==> config.mk <==
export PLATFORM = sky130hd
export DESIGN_NAME = pswd_lockout_check_flat
export DESIGN_NICKNAME = d
export VERILOG_FILES = /design/src/rtl/pswd_pkg.sv /design/src/rtl/pswd_lockout_check_if.sv /design/src/rtl/pswd_cycle_timer.sv /design/src/rtl/pswd_lockout_check.sv /design/src/flat_wrapper.sv
export SDC_FILE = /design/constraint.sdc
export NUM_CORES = 1
export LEC_CHECK = 0
export ABC_AREA = 1
export CORE_ASPECT_RATIO = 0.8
export CORE_MARGIN = 5
export CORE_UTILIZATION = 40
export CTS_CLUSTER_DIAMETER = 80
export DETAILED_ROUTE_END_ITERATION = 10
export PLACE_DENSITY = 0.63
export SLEW_MARGIN = 15
export SYNTH_ARGS = -nofsm -noshare
export SYNTH_HDL_FRONTEND = slang
export SYNTH_HIERARCHICAL = 1
export SYNTH_SLANG_ARGS = --single-unit
export TNS_END_PERCENT = 30
==> constraint.sdc <==
create_clock -name clk -period 2 [get_ports clk]
set_input_delay 0.2 -clock clk [delete_from_list [all_inputs] [get_ports clk]]
set_output_delay 0.2 -clock clk [all_outputs]
set_load 0.01 [all_outputs]
==> src/rtl/pswd_pkg.sv <==
// Shared state encoding and parameter defaults for the password lockout checker.
package pswd_pkg;

  localparam int unsigned DefDigits     = 6;
  localparam int unsigned DefDigitW     = 4;
  localparam int unsigned DefIdW        = 3;
  localparam int unsigned DefAddrW      = 5;
  localparam int unsigned DefRomLat     = 2;
  localparam int unsigned DefMaxTries   = 3;
  localparam int unsigned DefWaitCyc    = 6;
  localparam int unsigned DefLockCyc    = 64;
  localparam int unsigned DefTimeoutCyc = 255;

  typedef enum logic [3:0] {
    StIdle,
    StEntry,
    StFetch,
    StRomWait,
    StCatch,
    StCompare,
    StPassed,
    StWait,
    StLocked
  } pswd_state_e;

  function automatic int unsigned max_u(input int unsigned a, input int unsigned b);
    return (a > b) ? a : b;
  endfunction

endpackage

==> src/rtl/pswd_lockout_check_if.sv <==
// Signal bundle between the password checker, the ID checker, the game controller and the ROM.
interface pswd_lockout_check_if
  import pswd_pkg::*;
#(
  parameter int unsigned DIGITS    = DefDigits,
  parameter int unsigned DIGIT_W   = DefDigitW,
  parameter int unsigned ID_W      = DefIdW,
  parameter int unsigned ADDR_W    = DefAddrW,
  parameter int unsigned MAX_TRIES = DefMaxTries
) ();

  localparam int unsigned FailW = $clog2(MAX_TRIES + 1);

  logic [DIGIT_W-1:0]        player_pswd;
  logic                      pswd_enter;
  logic [ID_W-1:0]           id_in;
  logic                      id_matched;
  logic                      is_guest_in;
  logic                      gc_logout;
  logic [ADDR_W-1:0]         rom_addr;
  logic [DIGITS*DIGIT_W-1:0] rom_data;
  logic [ID_W-1:0]           internal_id;
  logic                      is_guest;
  logic                      loggedin;
  logic                      logout_id;
  logic                      locked;
  logic [FailW-1:0]          fail_cnt;

  modport master (
    output player_pswd, pswd_enter, id_in, id_matched, is_guest_in, gc_logout, rom_data,
    input  rom_addr, internal_id, is_guest, loggedin, logout_id, locked, fail_cnt
  );

  modport slave (
    input  player_pswd, pswd_enter, id_in, id_matched, is_guest_in, gc_logout, rom_data,
    output rom_addr, internal_id, is_guest, loggedin, logout_id, locked, fail_cnt
  );

endinterface

==> src/rtl/pswd_cycle_timer.sv <==
// Loadable down-counter; done_o is high during the last cycle of a loaded interval.
module pswd_cycle_timer #(
  parameter int unsigned Width = 8
) (
  input  logic             clk_i,
  input  logic             rst_ni,
  input  logic             load_i,
  input  logic [Width-1:0] load_val_i,
  output logic             done_o
);

  logic [Width-1:0] cnt_q, cnt_d;

  always_comb begin
    cnt_d = cnt_q;
    if (load_i) begin
      cnt_d = load_val_i;
    end else if (cnt_q != '0) begin
      cnt_d = cnt_q - Width'(1);
    end
  end

  always_ff @(posedge clk_i or negedge rst_ni) begin
    if (!rst_ni) begin
      cnt_q <= '0;
    end else begin
      cnt_q <= cnt_d;
    end
  end

  // A load of N therefore yields exactly N cycles before done_o.
  assign done_o = (cnt_q == Width'(1));

endmodule

==> src/rtl/pswd_lockout_check.sv <==
// Password entry, ROM compare and lockout FSM. Define PSWD_TIMEOUT_EN to abandon an
// entry after TIMEOUT_CYC cycles without a digit strobe.
module pswd_lockout_check
  import pswd_pkg::*;
#(
  parameter int unsigned DIGITS      = DefDigits,
  parameter int unsigned DIGIT_W     = DefDigitW,
  parameter int unsigned ID_W        = DefIdW,
  parameter int unsigned ADDR_W      = DefAddrW,
  parameter int unsigned ROM_LAT     = DefRomLat,
  parameter int unsigned MAX_TRIES   = DefMaxTries,
  parameter int unsigned WAIT_CYC    = DefWaitCyc,
  parameter int unsigned LOCK_CYC    = DefLockCyc,
  parameter int unsigned TIMEOUT_CYC = DefTimeoutCyc
) (
  input  logic                clk,
  input  logic                rst,
  pswd_lockout_check_if.slave bus
);

  localparam int unsigned PswdW = DIGITS * DIGIT_W;
  localparam int unsigned FailW = $clog2(MAX_TRIES + 1);
  localparam int unsigned CntW  = $clog2(DIGITS + 1);
`ifdef PSWD_TIMEOUT_EN
  localparam int unsigned TimerMax = max_u(max_u(ROM_LAT, WAIT_CYC), max_u(LOCK_CYC, TIMEOUT_CYC));
`else
  localparam int unsigned TimerMax = max_u(max_u(ROM_LAT, WAIT_CYC), LOCK_CYC);
`endif
  localparam int unsigned TimerW = $clog2(TimerMax + 1);

  if (ROM_LAT < 1 || ROM_LAT > 7 || ADDR_W < ID_W || DIGITS < 2 || TIMEOUT_CYC < 1)
  begin : g_bad_param
    $error("pswd_lockout_check: illegal parameter combination");
  end

  pswd_state_e       state_q, state_d;
  logic [PswdW-1:0]  pswd_q, pswd_d;
  logic [PswdW-1:0]  rom_word_q, rom_word_d;
  logic [CntW-1:0]   digit_cnt_q, digit_cnt_d;
  logic [ADDR_W-1:0] rom_addr_q, rom_addr_d;
  logic [ID_W-1:0]   internal_id_q, internal_id_d;
  logic              is_guest_q, is_guest_d;
  logic              loggedin_q, loggedin_d;
  logic              logout_id_q, logout_id_d;
  logic              locked_q, locked_d;
  logic [FailW-1:0]  fail_cnt_q, fail_cnt_d;
  logic              tmr_load;
  logic [TimerW-1:0] tmr_val;
  logic              tmr_done;

  pswd_cycle_timer #(
    .Width (TimerW)
  ) u_timer (
    .clk_i      (clk),
    .rst_ni     (rst),
    .load_i     (tmr_load),
    .load_val_i (tmr_val),
    .done_o     (tmr_done)
  );

  always_comb begin
    state_d       = state_q;
    pswd_d        = pswd_q;
    rom_word_d    = rom_word_q;
    digit_cnt_d   = digit_cnt_q;
    rom_addr_d    = rom_addr_q;
    internal_id_d = internal_id_q;
    is_guest_d    = is_guest_q;
    loggedin_d    = loggedin_q;
    logout_id_d   = 1'b0;
    locked_d      = locked_q;
    fail_cnt_d    = fail_cnt_q;
    tmr_load      = 1'b0;
    tmr_val       = '0;

    unique case (state_q)
      StIdle: begin
        internal_id_d = bus.id_in;
        is_guest_d    = bus.is_guest_in;
        if (bus.pswd_enter && bus.id_matched) begin
          state_d     = StEntry;
          pswd_d      = PswdW'(bus.player_pswd);
          digit_cnt_d = CntW'(1);
`ifdef PSWD_TIMEOUT_EN
          tmr_load    = 1'b1;
          tmr_val     = TimerW'(TIMEOUT_CYC);
`endif
        end
      end
      StEntry: begin
        // Shifting left leaves the first digit in the MSBs, matching the ROM layout.
        if (bus.pswd_enter) begin
          pswd_d      = {pswd_q[PswdW-DIGIT_W-1:0], bus.player_pswd};
          digit_cnt_d = digit_cnt_q + CntW'(1);
          if (digit_cnt_q == CntW'(DIGITS - 1)) begin
            state_d = StFetch;
          end
`ifdef PSWD_TIMEOUT_EN
          tmr_load = 1'b1;
          tmr_val  = TimerW'(TIMEOUT_CYC);
        end else if (tmr_done) begin
          state_d     = StIdle;
          pswd_d      = '0;
          digit_cnt_d = '0;
`endif
        end
      end
      StFetch: begin
        rom_addr_d = ADDR_W'(internal_id_q);
        state_d    = StRomWait;
        tmr_load   = 1'b1;
        tmr_val    = TimerW'(ROM_LAT);
      end
      StRomWait: begin
        if (tmr_done) begin
          state_d = StCatch;
        end
      end
      StCatch: begin
        rom_word_d = bus.rom_data;
        state_d    = StCompare;
      end
      StCompare: begin
        if (rom_word_q == pswd_q) begin
          fail_cnt_d = '0;
          loggedin_d = 1'b1;
          state_d    = StPassed;
        end else if (32'(fail_cnt_q) + 32'd1 < MAX_TRIES) begin
          fail_cnt_d  = fail_cnt_q + FailW'(1);
          logout_id_d = 1'b1;
          state_d     = StWait;
          tmr_load    = 1'b1;
          tmr_val     = TimerW'(WAIT_CYC);
        end else begin
          fail_cnt_d  = FailW'(MAX_TRIES);
          logout_id_d = 1'b1;
          locked_d    = 1'b1;
          state_d     = StLocked;
          tmr_load    = 1'b1;
          tmr_val     = TimerW'(LOCK_CYC);
        end
      end
      StPassed: begin
        if (bus.gc_logout) begin
          loggedin_d  = 1'b0;
          logout_id_d = 1'b1;
          state_d     = StWait;
          tmr_load    = 1'b1;
          tmr_val     = TimerW'(WAIT_CYC);
        end
      end
      StWait: begin
        if (tmr_done) begin
          state_d = StIdle;
        end
      end
      StLocked: begin
        if (tmr_done) begin
          locked_d   = 1'b0;
          fail_cnt_d = '0;
          state_d    = StIdle;
        end
      end
      default: state_d = StIdle;
    endcase
  end

  always_ff @(posedge clk or negedge rst) begin
    if (!rst) begin
      state_q       <= StIdle;
      pswd_q        <= '0;
      rom_word_q    <= '0;
      digit_cnt_q   <= '0;
      rom_addr_q    <= '0;
      internal_id_q <= '0;
      is_guest_q    <= 1'b0;
      loggedin_q    <= 1'b0;
      logout_id_q   <= 1'b0;
      locked_q      <= 1'b0;
      fail_cnt_q    <= '0;
    end else begin
      state_q       <= state_d;
      pswd_q        <= pswd_d;
      rom_word_q    <= rom_word_d;
      digit_cnt_q   <= digit_cnt_d;
      rom_addr_q    <= rom_addr_d;
      internal_id_q <= internal_id_d;
      is_guest_q    <= is_guest_d;
      loggedin_q    <= loggedin_d;
      logout_id_q   <= logout_id_d;
      locked_q      <= locked_d;
      fail_cnt_q    <= fail_cnt_d;
    end
  end

  assign bus.rom_addr    = rom_addr_q;
  assign bus.internal_id = internal_id_q;
  assign bus.is_guest    = is_guest_q;
  assign bus.loggedin    = loggedin_q;
  assign bus.logout_id   = logout_id_q;
  assign bus.locked      = locked_q;
  assign bus.fail_cnt    = fail_cnt_q;

endmodule

==> src/flat_wrapper.sv <==
// flat-port wrapper written by rule: the top's interface ports become plain ports
module pswd_lockout_check_flat import pswd_pkg::*;
#(
  parameter int unsigned DIGITS      = DefDigits,
  parameter int unsigned DIGIT_W     = DefDigitW,
  parameter int unsigned ID_W        = DefIdW,
  parameter int unsigned ADDR_W      = DefAddrW,
  parameter int unsigned ROM_LAT     = DefRomLat,
  parameter int unsigned MAX_TRIES   = DefMaxTries,
  parameter int unsigned WAIT_CYC    = DefWaitCyc,
  parameter int unsigned LOCK_CYC    = DefLockCyc,
  parameter int unsigned TIMEOUT_CYC = DefTimeoutCyc
)
  (clk, rst, bus_player_pswd, bus_pswd_enter, bus_id_in, bus_id_matched, bus_is_guest_in, bus_gc_logout, bus_rom_data, bus_rom_addr, bus_internal_id, bus_is_guest, bus_loggedin, bus_logout_id, bus_locked, bus_fail_cnt);
  pswd_lockout_check_if #(.DIGITS(DIGITS), .DIGIT_W(DIGIT_W), .ID_W(ID_W), .ADDR_W(ADDR_W), .MAX_TRIES(MAX_TRIES)) bus_i ();
  input  logic clk;
  input  logic rst;
  input wire logic [$bits(bus_i.player_pswd)-1:0] bus_player_pswd;
  input wire logic [$bits(bus_i.pswd_enter)-1:0] bus_pswd_enter;
  input wire logic [$bits(bus_i.id_in)-1:0] bus_id_in;
  input wire logic [$bits(bus_i.id_matched)-1:0] bus_id_matched;
  input wire logic [$bits(bus_i.is_guest_in)-1:0] bus_is_guest_in;
  input wire logic [$bits(bus_i.gc_logout)-1:0] bus_gc_logout;
  input wire logic [$bits(bus_i.rom_data)-1:0] bus_rom_data;
  output wire logic [$bits(bus_i.rom_addr)-1:0] bus_rom_addr;
  output wire logic [$bits(bus_i.internal_id)-1:0] bus_internal_id;
  output wire logic [$bits(bus_i.is_guest)-1:0] bus_is_guest;
  output wire logic [$bits(bus_i.loggedin)-1:0] bus_loggedin;
  output wire logic [$bits(bus_i.logout_id)-1:0] bus_logout_id;
  output wire logic [$bits(bus_i.locked)-1:0] bus_locked;
  output wire logic [$bits(bus_i.fail_cnt)-1:0] bus_fail_cnt;
  assign bus_i.player_pswd = bus_player_pswd;
  assign bus_i.pswd_enter = bus_pswd_enter;
  assign bus_i.id_in = bus_id_in;
  assign bus_i.id_matched = bus_id_matched;
  assign bus_i.is_guest_in = bus_is_guest_in;
  assign bus_i.gc_logout = bus_gc_logout;
  assign bus_i.rom_data = bus_rom_data;
  assign bus_rom_addr = bus_i.rom_addr;
  assign bus_internal_id = bus_i.internal_id;
  assign bus_is_guest = bus_i.is_guest;
  assign bus_loggedin = bus_i.loggedin;
  assign bus_logout_id = bus_i.logout_id;
  assign bus_locked = bus_i.locked;
  assign bus_fail_cnt = bus_i.fail_cnt;
  pswd_lockout_check #(.DIGITS(DIGITS), .DIGIT_W(DIGIT_W), .ID_W(ID_W), .ADDR_W(ADDR_W), .ROM_LAT(ROM_LAT), .MAX_TRIES(MAX_TRIES), .WAIT_CYC(WAIT_CYC), .LOCK_CYC(LOCK_CYC), .TIMEOUT_CYC(TIMEOUT_CYC)) u_core (.clk(clk), .rst(rst), .bus(bus_i));
endmodule
==> key figures, run 1 <==
Power and ir drop
  • Worst VDD drop: 838.2 uV
  • Part of the power in combinational logic: 44.7%
  • Switching Share: 40.59%
  • Pleak: 2.390 nW
  • Sequential power share: 35.5%
  • P_sw: 3.080 mW
  • Internal: 4.508 mW
  • Clk pwr share: 19.8%
  • Power Total: 7.588 mW
  • PD cells: 1594 nW/um^2

STA
  • WHS: 0.4019 ns
  • F_max: 551.9 MHz
  • Fin crit period: 1.812 ns
  • Final cycle utilization of the critical path: 90.59%
  • Worst Clk Skew: 0.007526 ns
  • Setup violators final: 0
  • RSZ-0062 raised after global routing: no
  • Final hold vios: 0
  • Final Max Tran Viols: 0

Synthesis
  • Synth top area share: 49.12%
  • Simple-gate share of the synthesized area: 25.42%
  • Synth cell types: 29
  • Sequential share of the synthesized area: 49.12%
  • Xor and xnor area share after synthesis: 1.859%
  • Asr flop ratio synth: 100.0%
  • Count leader, synth: nand2_1
  • Dominant synthesized flop cell: dfrtp_1
  • Number of synthesized register bits: 74
  • Yosys top cell by area: dfrtp_1
  • Synth Area in Adders: 1.659%
  • Post-synth EDFFs: 0
  • Multiplexer area fraction after synthesis: 0.8961%
  • Mapped Avg Cell Area: 7.662 sq um
  • Largest family of logic cells by synthesized area: simple AND/OR/NAND/NOR gates
  • Cell count after synthesis: 492
  • Synth Area in Compound Gates: 10.82%
  • Mapped Area: 3770 sq um
  • Synth area leaders: dfrtp_1 (49%), nand2_1 (17%), inv_1 (7.7%)
  • Yosys synthesis warning count: 6
  • Top cells by count, synth: nand2_1 (167), inv_1 (77), dfrtp_1 (74)

Detailed routing
  • Pre-Repair DR Iteration Count: 4
  • Vias/cell: 4.717
  • WL/cell: 12.24 microns
  • DRT iter0 DRCs: 148
  • Post-Route WL: 8277 microns
  • Vias: 3189
  • Antenna-violating nets left: 0
  • # DRC: 0

Setup path
  • Flop-to-flop setup slack: 0.19 ns
  • Delay-heaviest family, CP: simple AND/OR/NAND/NOR gates
  • CP peak stage delay: 0.35 ns
  • Reg-to-Reg End: u_core/u_timer/cnt_q[6]
  • Critical path buffer and inverter count: 4
  • Cell mode on critical path: nand2_1
  • Worst EP required: 2.21 ns
  • Max stage delay cell, worst path: dfrtp_1
  • Cells on worst reg2reg path: 15
  • RR Startpoint: u_core/pswd_q[9]
  • Startpoint types: flop
  • Cell-by-cell trace of the critical path: inv_1 -> nand2_1 -> nand2_1 -> nor2_1 -> nand2_1 -> nor2_4 -> nand3_2 -> nand2_2 -> buf_4 -> inv_1 -> nand2_1 -> inv_1 -> or2_0 -> nand2_1 -> a21oi_1
  • Worst Path Arrival: 2.02 ns
  • Setup crit end kind: flop
  • Worst Path Max Fanout: 4
  • Crit path kind: reg -> reg

Finish
  • Nets: 598
  • Util after Layout: 52.22%
  • Synth-to-layout area growth: 26.25%
  • Layout cells sized above 1: 9.091%
  • Number of diodes: 0

Die
  • Die X: 118.5 microns
  • Die Height: 96.83 microns
  • Rows: 31
  • Top Ports: 51
  • Starting Density: 41.36%
  • CORE AREA: 9115 sq um
  • Die area: 11480 sq um

Clocking
  • TritonCTS Buffers: 9
  • H-Tree Level Count: 3
  • Root Buffer: clkbuf_16
  • Clock Latency Late Sink: 0.33 ns
  • Clk slew on worst S/H paths: 0.06 ns
  • CTS tree: done
  • Clock sink count: 74
  • Deepest clock path buffer count: 2

Min path
  • Hold depth: 3
  • HP Class: in -> reg
  • Hold_sp: bus_rom_data[7]
  • Hold Crit Endpoint: u_core/rom_word_q[7]

Global routing
  • Met3 Resource Use GR: 5.248%
  • First-pass GRT wire length: 14470 microns
  • Number of global-route vias before repair: 3199
  • Initial antenna violation count: 0
  • GRT Overall Usage: 15.17%
  • Met1 usage: 20.71%
  • Met2 usage: 22.74%
  • Congestion Overflow GR: 0
  • Most used routing layer: met2
  • Largest net degree at the start of global routing: 75

Job
  • # Max-Cap Violations: 0

Place
  • Hpwl dp: 5799 microns
  • GP Congestion: 0.8004
  • Count of buffers from port buffering: 48

Run status
  • Status: finished, final reports clean
-- stage by stage --
stage,setup TNS [ns],instances,setup slack [ns],area [sq um]
3_5_place_dp,-0.07796,658,-0.02594,4429
4_1_cts,0,675,0.03334,4727
5_1_grt,0,676,0.008351,4760
2_1_floorplan,0,497,0.2482,3789
6_report,0,676,0.1881,4760
3_3_place_gp,0,658,0.05039,4429
-- cell type report --
type	count	area [sq um]
fillers	845	4355
flip-flops and latches	74	1852
multi-input cells	331	1593
repair buffers	58	580.6
inverters	82	307.8
clock buffers	12	256.5
well taps	115	143.9
clock inverters	4	26.28
-- flip-flops by register name, indices dropped and copies added, names as in the netlist, 2 cells and up --
| name | flops |
|---|---|
| u_core/digit_cnt_q | 3 |
| u_core/bus.rom_addr | 3 |
| u_core/bus.internal_id | 3 |
| u_core/u_timer/cnt_q | 7 |
| u_core/rom_word_q | 24 |
| u_core/state_q | 4 |
| u_core/pswd_q | 24 |
| u_core/bus.fail_cnt | 2 |
-- metal layers --
metal | share of wire [%] | wire length (microns) | up-vias
li1 | - | - | 1648
met1 | 50 | 4130 | 1474
met2 | 45 | 3721 | 65
met3 | 4.7 | 389 | 2
met4 | 0.43 | 36 | 0
met5 | 0 | 0 | -
-- cell families after synthesis --
kind of cell,count (synthesis)
xor gates and xnor gates,8
and+or+nand+nor,234
buffers and inverters,93
DFF,74
adders and majority gates,5
muxes,3
other,1
AOI/OAI and AO/OA,74
-- cells in the final DEF (no fill, tap or decap), types with 2 or more instances in the layout --
master           Yosys  routed
o22ai_1             22      22
nand3_2              0       2
conb_1               1       6
nand2_1            167     167
dfrtp_1             74      74
o21ai_0             36      36
nand2_2              5       5
inv_1               77      76
o21ai_1              2       2
or2_0                3       3
xnor2_1              4       4
ha_1                 5       5
a21oi_1             10      10
xor2_1               4       4
inv_2                5       6
clkinv_2             0       2
buf_12               0       2
nor2_2               2       2
clkbuf_8             0       2
nor2_1              38      36
buf_4                5       8
nor2_4               2       4
mux2_2               3       3
nand3_1             14      12
clkdlybuf4s50_1      0      47
clkbuf_16            0       9
-- what timing repair did --
action / CTS / global route
hold endpoints to repair: 74 / 0
hold buffers: 1 / 0
setup buffers: 0 / 0
setup endpoints to repair: 7 / 7
gates resized for setup: 3 / 4
cloned: 0 / 1
pin swaps: 0 / 1
-- power groups by stage --
stage / Sequential (mW) / Clock, mW / Combinational, mW
detailed placement: 2.71 / 0 / 3.31
global placement: 2.68 / 0 / 3.26
CTS: 2.69 / 1.55 / 3.36
global route: 2.79 / 1.62 / 3.91
finish: 2.69 / 1.50 / 3.39
floorplan: 2.67 / 0 / 2.34
-- worst min-delay path, delay by kind of cell --
family                 cells  cell delay [ns]
buffers and inverters      1             0.39
and+or+nand+nor            2             0.10
-- worst max-delay path by stage --
stage	cells past startpoint	end	slack, ns	from
global placement	13	u_core/u_timer/cnt_q[4]	0.05	u_core/pswd_q[9]
CTS	13	u_core/u_timer/cnt_q[4]	0.03	u_core/pswd_q[9]
floorplan	11	u_core/u_timer/cnt_q[4]	0.25	u_core/rom_word_q[2]
global route	13	u_core/u_timer/cnt_q[5]	0.008	u_core/pswd_q[9]
detailed placement	13	u_core/u_timer/cnt_q[4]	-0.03	u_core/pswd_q[9]
finish	15	u_core/u_timer/cnt_q[6]	0.19	u_core/pswd_q[9]
Power figures use the tool's default switching activity.
==> inputs of run 2 (changes only) <==
--- a/config.mk
+++ b/config.mk
@@ -6,6 +6,7 @@
 export NUM_CORES = 1
 export LEC_CHECK = 0
 export ABC_AREA = 1
+export CAP_MARGIN = 10
 export CORE_ASPECT_RATIO = 0.8
 export CORE_MARGIN = 5
 export CORE_UTILIZATION = 40
==> results of run 2 <==
The final DEF is identical to that of run 1; final timing and power are the same.
==> inputs of run 3 (changes only) <==
--- a/config.mk
+++ b/config.mk
@@ -5,14 +5,13 @@
 export SDC_FILE = /design/constraint.sdc
 export NUM_CORES = 1
 export LEC_CHECK = 0
-export ABC_AREA = 1
 export CAP_MARGIN = 10
 export CORE_ASPECT_RATIO = 0.8
 export CORE_MARGIN = 5
 export CORE_UTILIZATION = 40
 export CTS_CLUSTER_DIAMETER = 80
 export DETAILED_ROUTE_END_ITERATION = 10
-export PLACE_DENSITY = 0.63
+export PLACE_DENSITY = 0.64
 export SLEW_MARGIN = 15
 export SYNTH_ARGS = -nofsm -noshare
 export SYNTH_HDL_FRONTEND = slang
==> constraint.sdc (replaced) <==
create_clock -name clk -period 1.7 [get_ports clk]
set_input_delay 0.17 -clock clk [delete_from_list [all_inputs] [get_ports clk]]
set_output_delay 0.17 -clock clk [all_outputs]
set_load 0.01 [all_outputs]
==> key figures, run 3 <==
Run status
  • Status: finished with violations
  • Violations in the final reports: setup timing

Setup path
  • Worst Path Max Fanout: 3 (-1)
  • Max stage delay cell, worst path: or4_4
  • Delay-heaviest family, CP: simple AND/OR/NAND/NOR gates
  • CP peak stage delay: 0.57 ns (+0.22 ns)
  • Cells on worst reg2reg path: 6 (-9)
  • Critical path buffer and inverter count: 0 (-4)
  • Cell-by-cell trace of the critical path: or4_4 -> nor3b_4 -> or4b_4 -> a21oi_4 -> nand2_1 -> o2bb2ai_1
  • Worst EP required: 1.96 ns (-0.25 ns)
  • RR Startpoint: u_core/u_timer/cnt_q[3]
  • Flop-to-flop setup slack: -0.39 ns (-0.58 ns)
  • Worst Path Arrival: 2.35 ns (+0.33 ns)
  • Crit path kind: reg -> reg
  • Reg-to-Reg End: u_core/bus.locked
  • Startpoint types: flop
  • Setup crit end kind: flop

Synthesis
  • Synth area leaders: dfrtp_1 (52%), mux2_2 (9.8%), xor2_1 (5.9%)
  • Cell count after synthesis: 292 (-41%)
  • Post-synth EDFFs: 0 (unchanged)
  • Yosys top cell by area: dfrtp_1
  • Count leader, synth: dfrtp_1
  • Mapped Area: 3565 sq um (-5.4%)
  • Synth top area share: 51.95% (+2.8 points)
  • Sequential share of the synthesized area: 51.95% (+2.8 points)
  • Mapped Avg Cell Area: 12.21 sq um (+59%)
  • Dominant synthesized flop cell: dfrtp_1
  • Top cells by count, synth: dfrtp_1 (74), mux2_2 (31), xor2_1 (24)
  • Asr flop ratio synth: 100.0% (unchanged)
  • Synth cell types: 56 (+93%)
  • Number of synthesized register bits: 74 (unchanged)
  • Yosys synthesis warning count: 6 (unchanged)

Detailed routing
  • Pre-Repair DR Iteration Count: 5 (+1)
  • Post-Route WL: 8853 microns (+7.0%)
  • WL/cell: 16.30 microns (+33%)
  • Vias/cell: 5.109 (+8.3%)
  • Vias: 2774 (-13%)
  • DRT iter0 DRCs: 130 (-12%)
  • # DRC: 0 (unchanged)
  • Wire length on met2: 4091 microns (+9.9%)
  • WL met1: 4190 microns (+1.5%)
  • WL met3: 513 microns (+32%)
  • Top Layer Used: met4
  • Antenna-violating nets left: 0 (unchanged)

Global routing
  • Number of global-route vias before repair: 2830 (-12%)
  • Initial antenna violation count: 0 (unchanged)
  • GRT Overall Usage: 16.43% (+1.3 points)
  • Congestion Overflow GR: 0 (unchanged)
  • First-pass GRT wire length: 14020 microns (-3.1%)
  • Largest net degree at the start of global routing: 75 (unchanged)

Die
  • Die X: 115.5 microns (-2.5%)
  • Die area: 10910 sq um (-4.9%)
  • Starting Density: 41.47% (+0.11 points)
  • Top Ports: 51 (unchanged)
  • Rows: 30 (-3.2%)
  • CORE AREA: 8596 sq um (-5.7%)
  • Die Height: 94.44 microns (-2.5%)

Finish
  • Synth-to-layout area growth: 51.07%
  • Number of diodes: 0 (unchanged)
  • Multi-input logic area: 1908 sq um (+20%)
  • Fin cells: 543 (-20%)
  • FF+latch area: 1853 sq um (about the same)
  • Most frequent cells in the layout: dfrtp_1 (73), buf_4 (64), clkdlybuf4s50_1 (47)
  • Util after Layout: 62.65% (+10 points)
  • Nets: 468 (-22%)
  • Layout cells sized above 1: 40.60% (+32 points)
  • Design area: 5385 sq um (+13%)
  • Most common cell after layout, fill and taps aside: dfrtp_1
  • Number of fill cells: 681 (-19%)
  • Biggest regs: u_core/pswd_q: 24 flops, u_core/rom_word_q: 24 flops, u_core/u_timer/cnt_q: 7 flops

Clocking
  • Root Buffer: clkbuf_8
  • H-Tree Level Count: 3 (unchanged)
  • TritonCTS Buffers: 9 (unchanged)
  • Clk slew on worst S/H paths: 0.09 ns (+0.03 ns)
  • Clock sink count: 74 (unchanged)
  • CTS tree: done
  • Deepest clock path buffer count: 2 (unchanged)
  • Clock Latency Late Sink: 0.36 ns (+0.03 ns)

STA
  • Setup violators final: 44 (+44)
  • Worst-Margin Slew: 0.7545 ns
  • Post-route setup slack: -0.3891 ns (-0.5772 ns)
  • Final hold vios: 0 (unchanged)
  • WHS: 0.3710 ns (-0.03082 ns)
  • RSZ-0062 raised after global routing: yes
  • Fin crit period: 2.089 ns (+0.2772 ns)
  • Final Max Tran Viols: 0 (unchanged)
  • F_max: 478.7 MHz (-13%)
  • Final cycle utilization of the critical path: 122.9% (+32 points)
  • Worst slew margin: 49.23%
  • Setup TNS: -6.059 ns (-6.059 ns)
  • Worst Clk Skew: 0.01364 ns (+0.006115 ns)

Power and ir drop
  • Internal: 7.078 mW (+57%)
  • Worst VDD drop: 907.7 uV (+8.3%)
  • P_sw: 3.962 mW (+29%)
  • Pleak: 2.480 nW (+3.8%)
  • Sequential power share: 29.7% (-5.8 points)
  • Clk pwr share: 12.6% (-7.2 points)
  • Switching Share: 35.89% (-4.7 points)
  • Part of the power in combinational logic: 57.7% (+13 points)
  • PD cells: 2050 nW/um^2 (+29%)

Job
  • # Max-Cap Violations: 0 (unchanged)

Place
  • Dpl cells: 512 (-22%)
  • Cell Area, Placed: 4701 sq um (+6.1%)
  • Hpwl dp: 5810 microns (+0.19%)
  • Count of buffers from port buffering: 48 (unchanged)
  • GP Congestion: 0.8202 (+2.5%)

Min path
  • HP Class: in -> async
run 3: cell types whose count changed after synthesis, moves of 20 or more:
cell,change
nand2_1,-154
inv_1,-67
mux2_2,+28
nor2_1,-28
o21ai_0,-28
a22o_1,+21
o22ai_1,-20
xor2_1,+20
run 3: per-stage QoR:
step                      total power, mW  worst slack [ns]
final                               11.04           -0.3891
after global routing                11.75           -0.4818
after CTS                           10.18           -0.4228
after detailed placement            8.184           -0.4295
after global placement              8.050           -0.4329
after floorplan                     6.113           -0.4818
run 3: routing by layer:
metal / vias to the layer above / GRT usage, %
met1: 1399 / 23.12
met4: 0 / 3.519
li1: 1314 / -
met2: 56 / 24.61
met3: 5 / 5.637
met5: - / 0
run 3: power groups by stage:
stage	Combinational, mW	Clock, mW	Sequential, mW
3_5_place_dp	4.90	0	3.29
6_report	6.37	1.39	3.28
5_1_grt	6.86	1.50	3.39
2_1_floorplan	2.84	0	3.27
4_1_cts	5.50	1.42	3.26
3_3_place_gp	4.81	0	3.24
run 3: layout make-up:
class | count | area share [%]
timing repair buffer | 132 | 23.23
tap | 112 | 2.602
sequential | 74 | 34.41
multi-input combinational | 199 | 35.43
clock inverter | 5 | 0.9991
clock buffer | 11 | 2.625
inverter | 10 | 0.6970
run 3: what timing repair did:
item	CTS	global route
hold buffers	1	0
setup buffers	4	7
hold endpoints to repair	74	0
setup endpoints to repair	55	71
pin swaps	17	13
gates cloned	1	2
resized for setup	29	47
run 3: cell families (layout without fill, tap and decap cells):
family	Yosys count	in the layout	synth area share [%]
other cells	1	6	0.1052
xor+xnor	27	27	6.634
flops	74	74	51.95
fa+ha+maj	5	5	1.755
mux	37	37	11.62
buf+inv	24	158	3.545
compound gates	58	58	12.64
simple gates	66	66	11.76
run 3: worst reg2reg max path: stages (launching register included):
cell and delay, ns:
dfrtp_1 0.38, or4_4 0.57, nor3b_4 0.21, or4b_4 0.50, a21oi_4 0.15, nand2_1 0.07
o2bb2ai_1 0.12
run 3: worst max-delay path by stage:
stage | cells after the start | from | slack [ns] | end
after global placement | 7 | u_core/rom_word_q[8] | -0.43 | u_core/state_q[2]
after floorplan | 7 | u_core/u_timer/cnt_q[3] | -0.48 | u_core/bus.locked
final | 6 | u_core/u_timer/cnt_q[3] | -0.39 | u_core/bus.locked
after detailed placement | 6 | u_core/u_timer/cnt_q[3] | -0.43 | u_core/bus.locked
after CTS | 6 | u_core/u_timer/cnt_q[3] | -0.42 | u_core/bus.locked
after global routing | 9 | u_core/rom_word_q[21] | -0.48 | u_core/u_timer/cnt_q[6]
==> variant 1 (config.mk and constraints of run 2) <==
`rom_word_q` and `rom_addr_q` no longer have a reset.
--- a/src/rtl/pswd_lockout_check.sv
+++ b/src/rtl/pswd_lockout_check.sv
@@ -169,9 +169,7 @@
     if (!rst) begin
       state_q       <= StIdle;
       pswd_q        <= '0;
-      rom_word_q    <= '0;
       digit_cnt_q   <= '0;
-      rom_addr_q    <= '0;
       internal_id_q <= '0;
       is_guest_q    <= 1'b0;
       loggedin_q    <= 1'b0;
@@ -181,9 +179,7 @@
     end else begin
       state_q       <= state_d;
       pswd_q        <= pswd_d;
-      rom_word_q    <= rom_word_d;
       digit_cnt_q   <= digit_cnt_d;
-      rom_addr_q    <= rom_addr_d;
       internal_id_q <= internal_id_d;
       is_guest_q    <= is_guest_d;
       loggedin_q    <= loggedin_d;
@@ -193,6 +189,11 @@
     end
   end
 
+  always_ff @(posedge clk) begin
+    rom_word_q <= rom_word_d;
+    rom_addr_q <= rom_addr_d;
+  end
+
   assign bus.rom_addr    = rom_addr_q;
   assign bus.internal_id = internal_id_q;
   assign bus.is_guest    = is_guest_q;
Function: differs if rst is asserted again (counterexample within 10 cycles, from zero or initial values and one cycle with rst low); with rst held inactive, the same outputs for 10 cycles.
==> variant 1 against run 2 <==
- combinational power fell by 19%
- sequential cell count did not move
- total power fell by 3.9%
- largest power group unchanged
- worst setup slack improved by 0.017 ns
- synthesized area fell by 3.5%
- wire length fell by 6.5%
- highest routed layer unchanged
- non-clock buffer count did not move
- cell area barely moved
- critical endpoint is now u_core/u_timer/cnt_q[1]
==> variant 1: results (changes against run 2) <==
stage	metric	value	unit	change
grt	vias in the first global route	2858		-11%
place	hpwl dp	5498	um	-5.2%
drt	Vias/cell	4.714		about the same
sta	crit path time final	1.795	ns	-0.01679 ns
worst_setup_path	internal reg-to-reg setup slack	0.20	ns	+0.02 ns
place	pre-CTS setup slack	0.1087	ns	+0.1347 ns
yosys	syn avg cell area	8.581	sq um	+12%
grt	first-pass GRT wire length	13230	um	-8.6%
yosys	commonest cells in the netlist	129 x nand2_1, 74 x inv_1, 47 x dfrtp_1		
worst_setup_path	reg-to-reg endpoint	u_core/u_timer/cnt_q[1]		
place	DP Cell Count	593		-9.9%
hold_path	min-delay worst type	in -> async		
yosys	register area share after synthesis	54.61	%	+5.5 points
clocking	number of buffers created by CTS	9		unchanged
run_status	status	finished, final reports clean		
power	Leakage	2.252	nW	-5.8%
drt	routed len/inst	12.67	um	+3.5%
worst_setup_path	Worst Path Max Fanout	5		+1
clocking	CTS clk-pin slew, worst paths	0.06	ns	about the same
worst_setup_path	crit-path leading delay family	simple AND/OR/NAND/NOR gates		
cells_and_area	diode count	0		unchanged
worst_setup_path	crit path DAT	2.04	ns	+0.02 ns
worst_setup_path	worst setup path class	reg -> reg		
clocking	CTS Root Cell	clkbuf_16		
yosys	count of cell types in the netlist	31		+6.9%
sta	worst hold margin	0.3142	ns	-0.08770 ns
cells_and_area	layout cells sized above 1	10.48	%	+1.4 points
drt	number of DRC markers in iteration 0	144		-2.7%
power	VDD IR-drop max	0.7505	mV	-10%
yosys	Yosys Warn Count	6		unchanged
grt	GRT Util Overall	15.49	%	+0.31 points
yosys	EDFF count, synth	27		+27
yosys	fraction of registers with async set/reset	63.51	%	-36 points
sta	worst-case clock skew	0.003915	ns	-0.003611 ns
drt	first drt pass iteration count	5		+1
drt	Post-Route WL	7740	um	-6.5%
worst_setup_path	slowest stage delay, CP	0.37	ns	+0.02 ns
worst_setup_path	slowest stage cell on the critical path	edfxtp_1		
place	RePlAce Congestion	0.8060		+0.70%
cells_and_area	Nets	533		-11%
place	Post-DP Area	0.004333	sq mm	-2.2%
sta	Final Hold Viols	0		unchanged
grt	largest net degree at the start of global routing	26		-65%
worst_setup_path	Worst Setup SP	u_core/rom_word_q[12]		
yosys	top cells by area, synth	dfrtp_1 32%, edfxtp_1 22%, nand2_1 13%		
-- variant 1: worst reg2reg max path, delay by kind of cell, from the launching register on --
family,cells,cell delay [ns]
and+or+nand+nor,7,0.74
DFF,1,0.37
AOI/OAI and AO/OA,2,0.26
xor gates and xnor gates,1,0.17
buffers and inverters,1,0.17
-- variant 1: where the power goes --
group          internal (mW)  total [mW]  switching (mW)
registers               2.16        2.57           0.417
logic                   1.15        2.75            1.60
clock network           1.35        1.97           0.619
-- variant 1: cell families after synthesis --
| logic type | after synthesis | synth area share, % |
|---|---|---|
| DFF | 74 | 54.61 |
| xor gates and xnor gates | 8 | 1.926 |
| muxes | 4 | 1.238 |
| buffers and inverters | 85 | 9.353 |
| other | 1 | 0.1031 |
| AOI/OAI and AO/OA | 49 | 7.841 |
| adders and majority gates | 5 | 1.719 |
| and+or+nand+nor | 198 | 23.21 |
-- variant 1: what timing repair did --
item                                   in CTS  in global routing
resized for setup                           0                 11
hold buffers                                1                  0
setup endpoints to repair                   0                  7
endpoints found under the hold margin      12                  0
-- variant 1: cell type report --
cell class,instances,area (sq um)
clock buffers,10,229.0
inverters,77,289.0
clock inverters,6,137.6
fillers,798,4197
repair buffers,58,578.1
multi-input cells,271,1399
flip-flops and latches,74,1987
well taps,115,143.9
-- variant 1: per-layer routing --
layer	GRT usage, %	up-vias	part of all wire, %
li1	-	1475	-
met1	19.80	1336	46
met2	25.00	58	48
met3	5.076	11	5.2
met4	4.967	0	1.4
met5	0	-	0
-- variant 1: per-stage QoR --
step	util, %	power [mW]
final	53.16	7.289
after floorplan	-	4.371
after CTS	52.56	7.252
after global placement	48.36	5.153
after detailed placement	48.36	5.228
after global routing	53.16	7.862
==> variant 2 (flow settings as in run 2) <==
Made on the original files. Add a define of `PSWD_TIMEOUT_EN`.
--- a/src/rtl/pswd_lockout_check.sv
+++ b/src/rtl/pswd_lockout_check.sv
@@ -1,5 +1,7 @@
 // Password entry, ROM compare and lockout FSM. Define PSWD_TIMEOUT_EN to abandon an
 // entry after TIMEOUT_CYC cycles without a digit strobe.
+`define PSWD_TIMEOUT_EN
+
 module pswd_lockout_check
   import pswd_pkg::*;
 #(
Function: same outputs for any inputs over 10 cycles, from zero or initial values and one cycle with rst low; that may be too few to reach the edited logic, so the function may still have changed.
==> variant 2 against run 2 <==
- core utilization increased by 1.6 points
- cell area increased by 3.5%
- worst setup slack got worse by 0.098 ns
- total power decreased by 0.36%
- sequential cell count increased by 1
- wire length decreased by 1.9%
- synthesized area increased by 0.17%
- highest routed layer unchanged
- via count decreased by 9.0%
==> variant 2: results (changes against run 2) <==
stage	metric	value	unit	change
run_status	status	finished, final reports clean		
drt	detailed-route via count	2902		-9.0%
drt	number of DRC markers in iteration 0	93		-37%
clocking	number of buffers created by CTS	9		unchanged
drt	first drt pass iteration count	4		unchanged
cells_and_area	Multi-input comb cells	272		-18%
cells_and_area	Nets	535		-11%
grt	largest net degree at the start of global routing	46		-39%
worst_setup_path	Worst Path Max Fanout	6		+2
power	VDD IR-drop max	0.7686	mV	-8.3%
yosys	XOR/XNOR Fraction of Synth Area	4.407	%	+2.5 points
worst_setup_path	internal reg-to-reg setup slack	0.09	ns	-0.10 ns
cells_and_area	layout cells sized above 1	22.49	%	+13 points
drt	Vias/cell	4.734		+0.35%
yosys	top cells by area, synth	dfrtp_1 50%, nand2_1 8.8%, mux2_2 5.4%		
worst_setup_path	reg-to-reg endpoint	u_core/u_timer/cnt_q[4]		
yosys	Synth Area in Compound Gates	8.847	%	-2.0 points
grt	met2 usage	22.88	%	+0.14 points
sta	worst hold margin	0.3463	ns	-0.05554 ns
drt	metal2 WL	3520	um	-5.4%
drt	DRT met1 WL	4033	um	-2.3%
worst_setup_path	slowest stage delay, CP	0.46	ns	+0.11 ns
cells_and_area	NonClk Buf Share	14.50	%	+2.3 points
sta	worst-case clock skew	0.006845	ns	-0.0006805 ns
cells_and_area	biggest regs	u_core/pswd_q: 24 flops, u_core/rom_word_q: 24 flops, u_core/u_timer/cnt_q: 8 flops		
worst_setup_path	worst r2r src	u_core/state_q[3]		
cells_and_area	clock network share of area	6.374	%	+0.43 points
yosys	commonest cells in the netlist	89 x nand2_1, 75 x dfrtp_1, 51 x inv_1		
yosys	count of cell types in the netlist	36		+24%
grt	first-pass GRT wire length	13900	um	-3.9%
worst_setup_path	crit path DAT	2.13	ns	+0.11 ns
cells_and_area	number of non-clock inverters in the layout	58		-29%
place	DP Cell Count	593		-9.9%
yosys	mux cell area share after synthesis	5.666	%	+4.8 points
floorplan	core area	0.009154	sq mm	+0.43%
drt	Post-Route WL	8123	um	-1.9%
power	P_clk	1.67	mW	+11%
place	hpwl dp	5979	um	+3.1%
grt	GRT met1 Usage	19.51	%	-1.2 points
yosys	FF+latch count, synth	75		+1.4%
power	Internal Pwr Total	4.748	mW	+5.3%
place	RePlAce Congestion	0.8450		+5.6%
place	pre-CTS setup slack	0.03537	ns	+0.06131 ns
grt	vias in the first global route	3010		-5.9%
power	Power Density	1534	mW/mm^2	-3.8%
cells_and_area	nonclk buf count	77		+33%
yosys	Post-Synth Adder-Cell Area	1.657	%	-0.0027 points
power	Seq pwr share	34.3	%	-1.2 points
yosys	post-synth top area share	49.70	%	+0.58 points
yosys	syn avg cell area	9.121	sq um	+19%
yosys	register area share after synthesis	49.70	%	+0.58 points
place	Post-DP Area	0.004529	sq mm	+2.3%
worst_setup_path	R2R depth	10		-5
cells_and_area	Fillers	838		-0.83%
grt	GRT Util Overall	14.96	%	-0.22 points
cells_and_area	final core occ	53.83	%	+1.6 points
[variant 2: changes by cell type after synthesis, moves of 5 or more]
cell	before	now
xnor2_1	4	14
o21ai_1	2	8
inv_1	77	51
o22ai_1	22	15
o21ai_0	36	17
nor2_1	38	33
nor2_4	2	7
nand2_1	167	89
mux2_2	3	18
[variant 2: how the worst max path moves through the flow]
stage                            startpoint                      end  slack [ns]
after detailed placement     bus_pswd_enter  u_core/u_timer/cnt_q[6]        0.04
after CTS                 u_core/state_q[1]  u_core/u_timer/cnt_q[4]        0.07
after global routing      u_core/pswd_q[11]  u_core/u_timer/cnt_q[4]       -0.03
after floorplan           u_core/state_q[0]  u_core/u_timer/cnt_q[6]        0.05
final                     u_core/state_q[3]  u_core/u_timer/cnt_q[4]        0.09
after global placement       bus_pswd_enter  u_core/u_timer/cnt_q[6]        0.06
[variant 2: repair_timing]
action | in CTS | in global routing
buffers inserted | 0 | 3
setup endpoints to repair | 0 | 8
hold endpoints to repair | 30 | 0
hold buffers | 1 | 0
gates resized for setup | 0 | 16
